File: src/rtl/sobel_pkg.sv
// Shared types and defaults for the Sobel front end: pixel width, frame size,
// streamer FSM states and the skid-buffer entry layout.
package sobel_pkg;

  localparam int PIX_W    = 8;
  localparam int DEF_ROWS = 480;
  localparam int DEF_COLS = 360;

  typedef enum logic [2:0] {
    ST_IDLE   = 3'd0,
    ST_STREAM = 3'd1,
    ST_HBLANK = 3'd2,
    ST_DRAIN  = 3'd3,
    ST_DONE   = 3'd4
  } state_t;

  typedef struct packed {
    logic [PIX_W-1:0] pix;
    logic             sof;
    logic             eol;
  } entry_t;

endpackage

File: src/rtl/sobel_pixel_streamer_skid.sv
// Two-entry valid/ready register stage carrying pixel + sof/eol flags.
// Head register drives the output; the tail register absorbs one stalled push.
module sobel_skid_buffer
  import sobel_pkg::*;
(
  input  logic       clk,
  input  logic       rst,
  input  logic       push_i,
  input  entry_t     push_data_i,
  input  logic       ready_i,
  output logic       valid_o,
  output entry_t     data_o,
  output logic       pop_o,
  output logic [1:0] count_o
);

  entry_t     head_q, head_d;
  entry_t     tail_q, tail_d;
  logic [1:0] count_q, count_d;
  logic       pop;

  assign pop = (count_q != 2'd0) && ready_i;

  always_comb begin
    head_d  = head_q;
    tail_d  = tail_q;
    count_d = count_q;
    unique case ({push_i, pop})
      2'b10: begin
        if (count_q == 2'd0) head_d = push_data_i;
        else                 tail_d = push_data_i;
        if (count_q != 2'd2) count_d = count_q + 2'd1;
      end
      2'b01: begin
        head_d  = tail_q;
        count_d = count_q - 2'd1;
      end
      2'b11: begin
        // Full buffer: shift tail forward and refill it in the same cycle.
        if (count_q == 2'd2) begin
          head_d = tail_q;
          tail_d = push_data_i;
        end else begin
          head_d = push_data_i;
        end
      end
      default: ;
    endcase
  end

  always_ff @(posedge clk) begin
    if (rst) begin
      head_q  <= '0;
      tail_q  <= '0;
      count_q <= 2'd0;
    end else begin
      head_q  <= head_d;
      tail_q  <= tail_d;
      count_q <= count_d;
    end
  end

  assign valid_o = (count_q != 2'd0);
  assign data_o  = head_q;
  assign pop_o   = pop;
  assign count_o = count_q;

endmodule

File: src/rtl/sobel_pixel_streamer.sv
// Reads a ROWSxCOLS frame from memory and streams it row-major with sof/eol.
// Define SOBEL_SRC_HBLANK_EN to insert HBLANK idle read cycles between rows.
module sobel_pixel_streamer
  import sobel_pkg::*;
#(
  parameter int ROWS   = DEF_ROWS,
  parameter int COLS   = DEF_COLS,
  parameter int ADDR_W = 18,
  parameter int HBLANK = 4
)(
  input  logic              clk,
  input  logic              rst,
  input  logic              start_i,
  input  logic              ready_i,
  output logic              mem_en_o,
  output logic [ADDR_W-1:0] mem_addr_o,
  input  logic [PIX_W-1:0]  mem_data_i,
  output logic [PIX_W-1:0]  data_o,
  output logic              we_o,
  output logic              sof_o,
  output logic              eol_o,
  output logic              busy_o,
  output logic              frame_done_o
);

  localparam int ROW_W = $clog2(ROWS + 1);
  localparam int COL_W = $clog2(COLS + 1);
  localparam int HB_W  = ($clog2(HBLANK + 1) < 1) ? 1 : $clog2(HBLANK + 1);
`ifdef SOBEL_SRC_HBLANK_EN
  localparam bit HB_EN = 1'b1;
`else
  localparam bit HB_EN = 1'b0;
`endif

  state_t            state_q, state_d;
  logic [ADDR_W-1:0] addr_q, addr_d;
  logic [ROW_W-1:0]  row_q, row_d;
  logic [COL_W-1:0]  col_q, col_d;
  logic [HB_W-1:0]   hb_q, hb_d;
  logic              infl_q, infl_sof_q, infl_eol_q;

  logic       skid_valid, skid_pop;
  logic [1:0] skid_count;
  entry_t     skid_head, push_entry;
  logic [2:0] occ_after;
  logic       issue, last_col, last_row;

  // Committed slots after this cycle's pop; a read may only claim a free one.
  assign occ_after = {1'b0, skid_count} + {2'b0, infl_q} - {2'b0, skid_pop};
  assign issue     = (state_q == ST_STREAM) && (occ_after < 3'd2);
  assign last_col  = (col_q == COL_W'(COLS - 1));
  assign last_row  = (row_q == ROW_W'(ROWS - 1));

  always_comb begin
    state_d = state_q;
    addr_d  = addr_q;
    row_d   = row_q;
    col_d   = col_q;
    hb_d    = hb_q;
    unique case (state_q)
      ST_IDLE: if (start_i) state_d = ST_STREAM;
      ST_STREAM: begin
        if (issue) begin
          if (last_col && last_row) begin
            addr_d  = '0;
            row_d   = '0;
            col_d   = '0;
            state_d = ST_DRAIN;
          end else if (last_col) begin
            addr_d = addr_q + ADDR_W'(1);
            row_d  = row_q + ROW_W'(1);
            col_d  = '0;
            if (HB_EN) begin
              hb_d    = HB_W'(HBLANK - 1);
              state_d = ST_HBLANK;
            end
          end else begin
            addr_d = addr_q + ADDR_W'(1);
            col_d  = col_q + COL_W'(1);
          end
        end
      end
      ST_HBLANK: begin
        if (hb_q == '0) state_d = ST_STREAM;
        else            hb_d    = hb_q - HB_W'(1);
      end
      ST_DRAIN: begin
        if (!infl_q && ((skid_count == 2'd0) || (skid_count == 2'd1 && skid_pop)))
          state_d = ST_DONE;
      end
      ST_DONE: state_d = ST_IDLE;
      default: state_d = ST_IDLE;
    endcase
  end

  always_ff @(posedge clk) begin
    if (rst) begin
      state_q    <= ST_IDLE;
      addr_q     <= '0;
      row_q      <= '0;
      col_q      <= '0;
      hb_q       <= '0;
      infl_q     <= 1'b0;
      infl_sof_q <= 1'b0;
      infl_eol_q <= 1'b0;
    end else begin
      state_q    <= state_d;
      addr_q     <= addr_d;
      row_q      <= row_d;
      col_q      <= col_d;
      hb_q       <= hb_d;
      infl_q     <= issue;
      infl_sof_q <= issue && (row_q == '0) && (col_q == '0);
      infl_eol_q <= issue && last_col;
    end
  end

  assign push_entry = '{pix: mem_data_i, sof: infl_sof_q, eol: infl_eol_q};

  sobel_skid_buffer u_skid (
    .clk         (clk),
    .rst         (rst),
    .push_i      (infl_q),
    .push_data_i (push_entry),
    .ready_i     (ready_i),
    .valid_o     (skid_valid),
    .data_o      (skid_head),
    .pop_o       (skid_pop),
    .count_o     (skid_count)
  );

  assign mem_en_o     = issue;
  assign mem_addr_o   = addr_q;
  assign data_o       = skid_head.pix;
  assign we_o         = skid_valid;
  assign sof_o        = skid_valid && skid_head.sof;
  assign eol_o        = skid_valid && skid_head.eol;
  assign busy_o       = (state_q != ST_IDLE);
  assign frame_done_o = (state_q == ST_DONE);

endmodule

File: config.mk
export PLATFORM = sky130hd
export DESIGN_NAME = sobel_pixel_streamer
export DESIGN_NICKNAME = d
export VERILOG_FILES = /design/src/rtl/sobel_pkg.sv /design/src/rtl/sobel_pixel_streamer_skid.sv /design/src/rtl/sobel_pixel_streamer.sv
export SDC_FILE = /design/constraint.sdc
export NUM_CORES = 1
export LEC_CHECK = 0
export CAP_MARGIN = 5
export CORE_MARGIN = 5
export CORE_UTILIZATION = 41
export DETAILED_ROUTE_END_ITERATION = 6
export GPL_TIMING_DRIVEN = 0
export HOLD_SLACK_MARGIN = 0.15
export PLACE_DENSITY_LB_ADDON = 0.3
export SETUP_SLACK_MARGIN = 0.3
export SYNTH_ARGS = -nofsm -noshare
export SYNTH_HDL_FRONTEND = slang
export SYNTH_SLANG_ARGS = --single-unit
File: constraint.sdc
create_clock -name clk -period 7.1 [get_ports clk]
set_clock_uncertainty 0.05 [all_clocks]
set_input_delay 0.71 -clock clk [delete_from_list [all_inputs] [get_ports clk]]
set_output_delay 0.71 -clock clk [all_outputs]
set_load 0.005 [all_outputs]
# Yosys cells after proc, flatten, opt, wreduce, memory -nomap -nowiden
# Index checks and enable logic that the tools add are counted.
[totals] register_bits=67 in_bits=12 output_inout_bits=32 wordCells=95
[classes] n_addsub=8 order_cmp=1 n_eq_ne=21 mux=19 bitwise=1 n_reduce_logical=30
[op_table] operator="$mux W10" count=4
[op_table] operator="$mux W9" count=4
[op_table] operator="$pmux W10 S3" count=1
[op_table] operator="$pmux W10 S2" count=1
[op_table] operator="$add A18 B1 Y18 const B" count=1
[op_table] operator="$add A9 B1 Y9 const B" count=2
[op_table] operator="$eq A9 B9 Y1 const B" count=2
[op_table] operator="$logic_not A9 Y1" count=2
[op_table] operator="$mux W18" count=1
[op_table] operator="$mux W3" count=5
[op_table] operator="$ne A2 B2 Y1 const B" count=7
[op_table] operator="$pmux W3 S4" count=1
[op_table] operator="$logic_and A1 B1 Y1" count=10
[op_table] operator="$reduce_and A2 Y1" count=4
[op_table] operator="$reduce_bool A2 Y1" count=4
[op_table] operator="$eq A2 B2 Y1 const B" count=3
[op_table] operator="$eq A3 B2 Y1 const B" count=2
[op_table] operator="$logic_not A3 Y1" count=2
[op_table] operator="$ne A2 B1 Y1 const B" count=3
[op_table] operator="$reduce_and A3 Y1" count=2
[op_table] operator="$reduce_bool A3 Y1" count=2
[op_table] operator="$reduce_and A5 Y1" count=1
[op_table] operator="$eq A2 B1 Y1 const B" count=2
[op_table] operator="$pmux W2 S2" count=1
[op_table] operator="other kinds (13)" count=13

# Longest topological paths before layout
[depth] ltp_word=7 mapped_depth=13 mapped_depth_nobuf=11

# Modules after synthesis
# Synthesis repeated with hierarchy kept, for this count alone.
[unflattened] cells_unflattened=385 area_unflattened_um2=3409.5
[modules_own_cells] module="sobel_pixel_streamer" instances=1 cells_per_inst=257 area_per_inst_um2=2277.2 seq_area_each_um2=900.9
[modules_own_cells] module="sobel_skid_buffer" instances=1 cells_per_inst=128 area_per_inst_um2=1132.3 seq_area_each_um2=440.4

# Least setup slack after synthesis
# OpenSTA, ideal clock, no wires.
[synth_timing] kind="reg-to-output" startpoint="register u_skid.count_q[1] (netlist: u_skid.count_o[1])" endpoint="output mem_en_o" arrival_ps=2481 setup_slack_ps=3859 stages_incl_launch_ff=12 cell_sequence="dfxtp_1 inv_1 ha_1 nor2b_1 buf_2 buf_1 nor2_1 o21ai_0 fa_1 and4bb_4 nand2_4 inv_2"
[synth_via] elab_chain_cells=5 elab_cells_between_ends=6
[synth_lines] element="start: declaration" line_no="sobel_pixel_streamer_skid.sv:19" rtl="logic [1:0] count_q, count_d;"
[synth_lines] element="start signal: assignment" line_no="sobel_pixel_streamer_skid.sv:59" rtl="count_q <= count_d;"
[synth_lines] element="branches (longest 2 deep; another with $add A2 B1 Y3)"
[synth_lines] element="$sub A3 B1 Y3 *" line_no="sobel_pixel_streamer.sv:49" rtl="assign occ_after = {1'b0, skid_count} + {2'b0, infl_q} - {2'b0, skid_pop};"
[synth_lines] element="$lt A3 B2 Y1 *" line_no="sobel_pixel_streamer.sv:50" rtl="assign issue = (state_q == ST_STREAM) && (occ_after < 3'd2);"
[synth_lines] element="$logic_and A1 B1 Y1 *" line_no="sobel_pixel_streamer.sv:50"
[synth_lines] element="end: declaration" line_no="sobel_pixel_streamer.sv:15" rtl="output logic mem_en_o,"
# Mark *: on every way between the ends.

# Final worst setup path
# Ends and elaborated chain as after synthesis.

==> impl_metrics.yaml <==
clocking:
  post_cts_buffers: 0
  clockBufferDepth: 2
  clock_latency_ps: 340
  cts_tree: "done"
  cts_resized: 0
  cts_root_buf: "clkbuf_8"
  clk_pin_slew_ps: 80
  cts_buffers: 9
  cts_hold_buf: 0
  clock-sinks: 67
  htreeDepth: 3
logic_synthesis:
  synth-main-ff-cell: "dfxtp_1"
  synth-seq-cells: 67
  synthCells: 389
  synth_top_area_share_pct: 40.0
  synth_cell_types: 50
  synthTopCellsByCount: "67 x dfxtp_1, 47 x nor2_1, 25 x nand2_1, 25 x nand3_1, 19 x a21oi_1"
  synth_top_cell_by_area: "dfxtp_1"
  netlist_area_um2: 3350
  synth_fp_nets: 412
  yosysWarnings: 0
  async_flop_share_pct: 0
  ys_seq_area_share_pct: 40.0
  ys_top_cells_by_area: "dfxtp_1 40%, nor2_1 5.3%, xnor2_1 4.2%"
  synth_enable_flop_cells: 0
  avgSynthCellArea_um2: 8.61
  post-synth-top-count-cell: "dfxtp_1"
critical_path:
  worst-path-max-fanout: 10
  path_cells: "inv_1 -> ha_1 -> nor2b_1 -> buf_2 -> buf_1 -> nor2_1 -> o21ai_0 -> fa_1 -> and4bb_4 -> nand2_4 -> inv_2 -> clkdlybuf4s50_1"
  criticalPathCategory: "reg2out"
  crit_required_ps: 6340
  r2r-start: "u_skid.count_o[1]"
  critPathLaunchType: "register"
  arrival_ps: 3800
  timing.rr.end: "row_q[0]"
  cp_slowest_stage_delay_ps: 500
  r2r_cells: 13
  ff2ff_setup_slack_ps: 3430
  cp-end-kind: "primary output"
  crit_slowest_cell: "dfxtp_1"
flow_run:
  maxCapViolations: 0
finish:
  multi_input_area_um2: 1800
  regArea_um2: 1340
  num_antenna_cells: 0
  area_growth_pct: 23.5
  fill_cells: 792
  drive_above_1_share_pct: 8.48
  fin_nets: 466
  fin_util_pct: 51.1
floorplan:
  dieWidth_um: 100
  die_h_um: 100
  pin_count: 44
  initial_core_util_pct: 41.4
  rows: 33
  die-area_um2: 10100
  core_um2: 8090
power:
  ir_drop_mv: 0.117
  power.density_nw_per_um2: 280
  pwr-share-comb_pct: 30.0
  switching_share_pct: 31.4
  p_switching_w: 0.000364
  p_seq_share_pct: 38.5
  intPower_w: 0.000793
  p_clk_share_pct: 31.6
  p_leak_nw: 1.43
timing:
  drv_slew: 0
  finalCritPeriodShare_pct: 64.2
  worstMarginPinSlew_ps: 854
  finalSetupViolCount: 0
  fin_ws_ps: 2540
  fin_setup_tns_ps: 0
  relSlewSlack_pct: 42.3
  rsz0062_at_grt: "no"
  fin_crit_ps: 4560
  hold_viol_final: 0
  fmax_mhz: 220
detailed_routing:
  drtAntennaViolNets: 0
  finalWirelength_mm: 7.95
  drtIter0Drc: 111
  viasPerCell: 5.42
  drt-pass1-iter-count: 4
  drc: 0
  post_drt_wl_per_cell_um: 14.4
  vias: 2998
min_path:
  worstHoldEndpoint: "u_skid.data_o[0]"
  hp-class: "reg2reg"
  min_path_cells: 2
  hp-start: "infl_eol_q"
grt:
  grt_pass1_vias: 2803
  grt_max_degree: 13
  antenna_found_initial: 0
  grt_usage_pct: 16.3
  grt_pass1_wl_mm: 13.3
  overflow: 0
placement:
  gp_congestion: 0.910
  port_buffers: 43
  dp_slack_ps: 2640
  dp_hpwl_mm: 5.61
outcome:
  status: "complete, no violations"
## registers in the layout, indices dropped and copies added, names as in the netlist
name            flops
row_q               9
infl_eol_q          1
u_skid.data_o      10
mem_addr_o         18
u_skid.count_o      2
infl_sof_q          1
hb_q                3
state_q             3
col_q               9
infl_q              1
u_skid.tail_q      10
## kinds of logic after synthesis
logic type,synth area share (%)
compound gates,12.8
fa+ha+maj,4.33
flops,40.0
simple gates,27.2
mux,4.22
xor+xnor,5.19
buf+inv,6.24
## power groups by stage
stage,Combinational [W],Clock (W),Sequential [W]
global placement,0.000342,0,0.000453
detailed placement,0.000347,0,0.000454
global route,0.000383,0.000386,0.000451
finish,0.000347,0.000365,0.000445
CTS,0.000349,0.000370,0.000446
floorplan,0.000224,0,0.000448
## worst max-delay path: cells and delay by family, from the launching register on
family	cells	cell delay, ps
buffers and inverters	5	1390
adder cells (fa/ha/maj)	2	750
AND/OR/NAND/NOR	4	570
flip-flops	1	500
AO/OA/AOI/OAI	1	230
## area by class of cell
cell class	count	share of cell area [%]
multi-input cells	279	43.5
flip-flops and latches	67	32.4
repair buffers	43	10.4
plain buffers	27	3.60
clock buffers	10	3.33
well taps	105	3.18
clock inverters	6	2.12
inverters	16	1.45
## how the worst max path moves through the flow
stage | startpoint | end
4_1_cts | u_skid.count_o[1] | mem_en_o
3_5_place_dp | ready_i | mem_en_o
6_report | u_skid.count_o[1] | mem_en_o
3_3_place_gp | ready_i | mem_en_o
5_1_grt | u_skid.count_o[1] | mem_en_o
2_1_floorplan | u_skid.count_o[1] | mem_en_o
## layout by cell type (no fill, tap or decap), drive strengths merged, types with 3 or more instances in the layout
master / instances
nand4: 8
mux2i: 13
nand4b: 3
dfxtp: 67
and3: 8
clkinv: 3
nor2: 47
nor4b: 3
inv: 17
nor2b: 5
a21o: 3
nor3: 9
a211oi: 4
o41ai: 3
or3: 12
nor4: 8
a21oi: 19
clkbuf: 21
buf: 16
ha: 10
o21ai: 15
a311oi: 11
and4: 7
nand2: 26
clkdlybuf4s50: 43
nand3: 25
xnor2: 17
## per-stage QoR
stage	total power [W]	cells	instance area (um2)	hold slack, ps
final	0.00116	553	4140	430
after global routing	0.00122	553	4140	453
after CTS	0.00117	553	4140	432
after detailed placement	0.000801	537	3910	428
after global placement	0.000795	537	3910	416
after floorplan	0.000673	389	3350	408
## routing by layer
layer | vias to the layer above | share of wire [%] | GRT usage, %
li1 | 1502 | - | -
met1 | 1429 | 47 | 21.4
met2 | 55 | 47 | 26.4
met3 | 12 | 4.3 | 3.41
met4 | 0 | 1.8 | 6.32
met5 | - | 0 | 0
No activity file was read; power rests on OpenSTA's default activity.
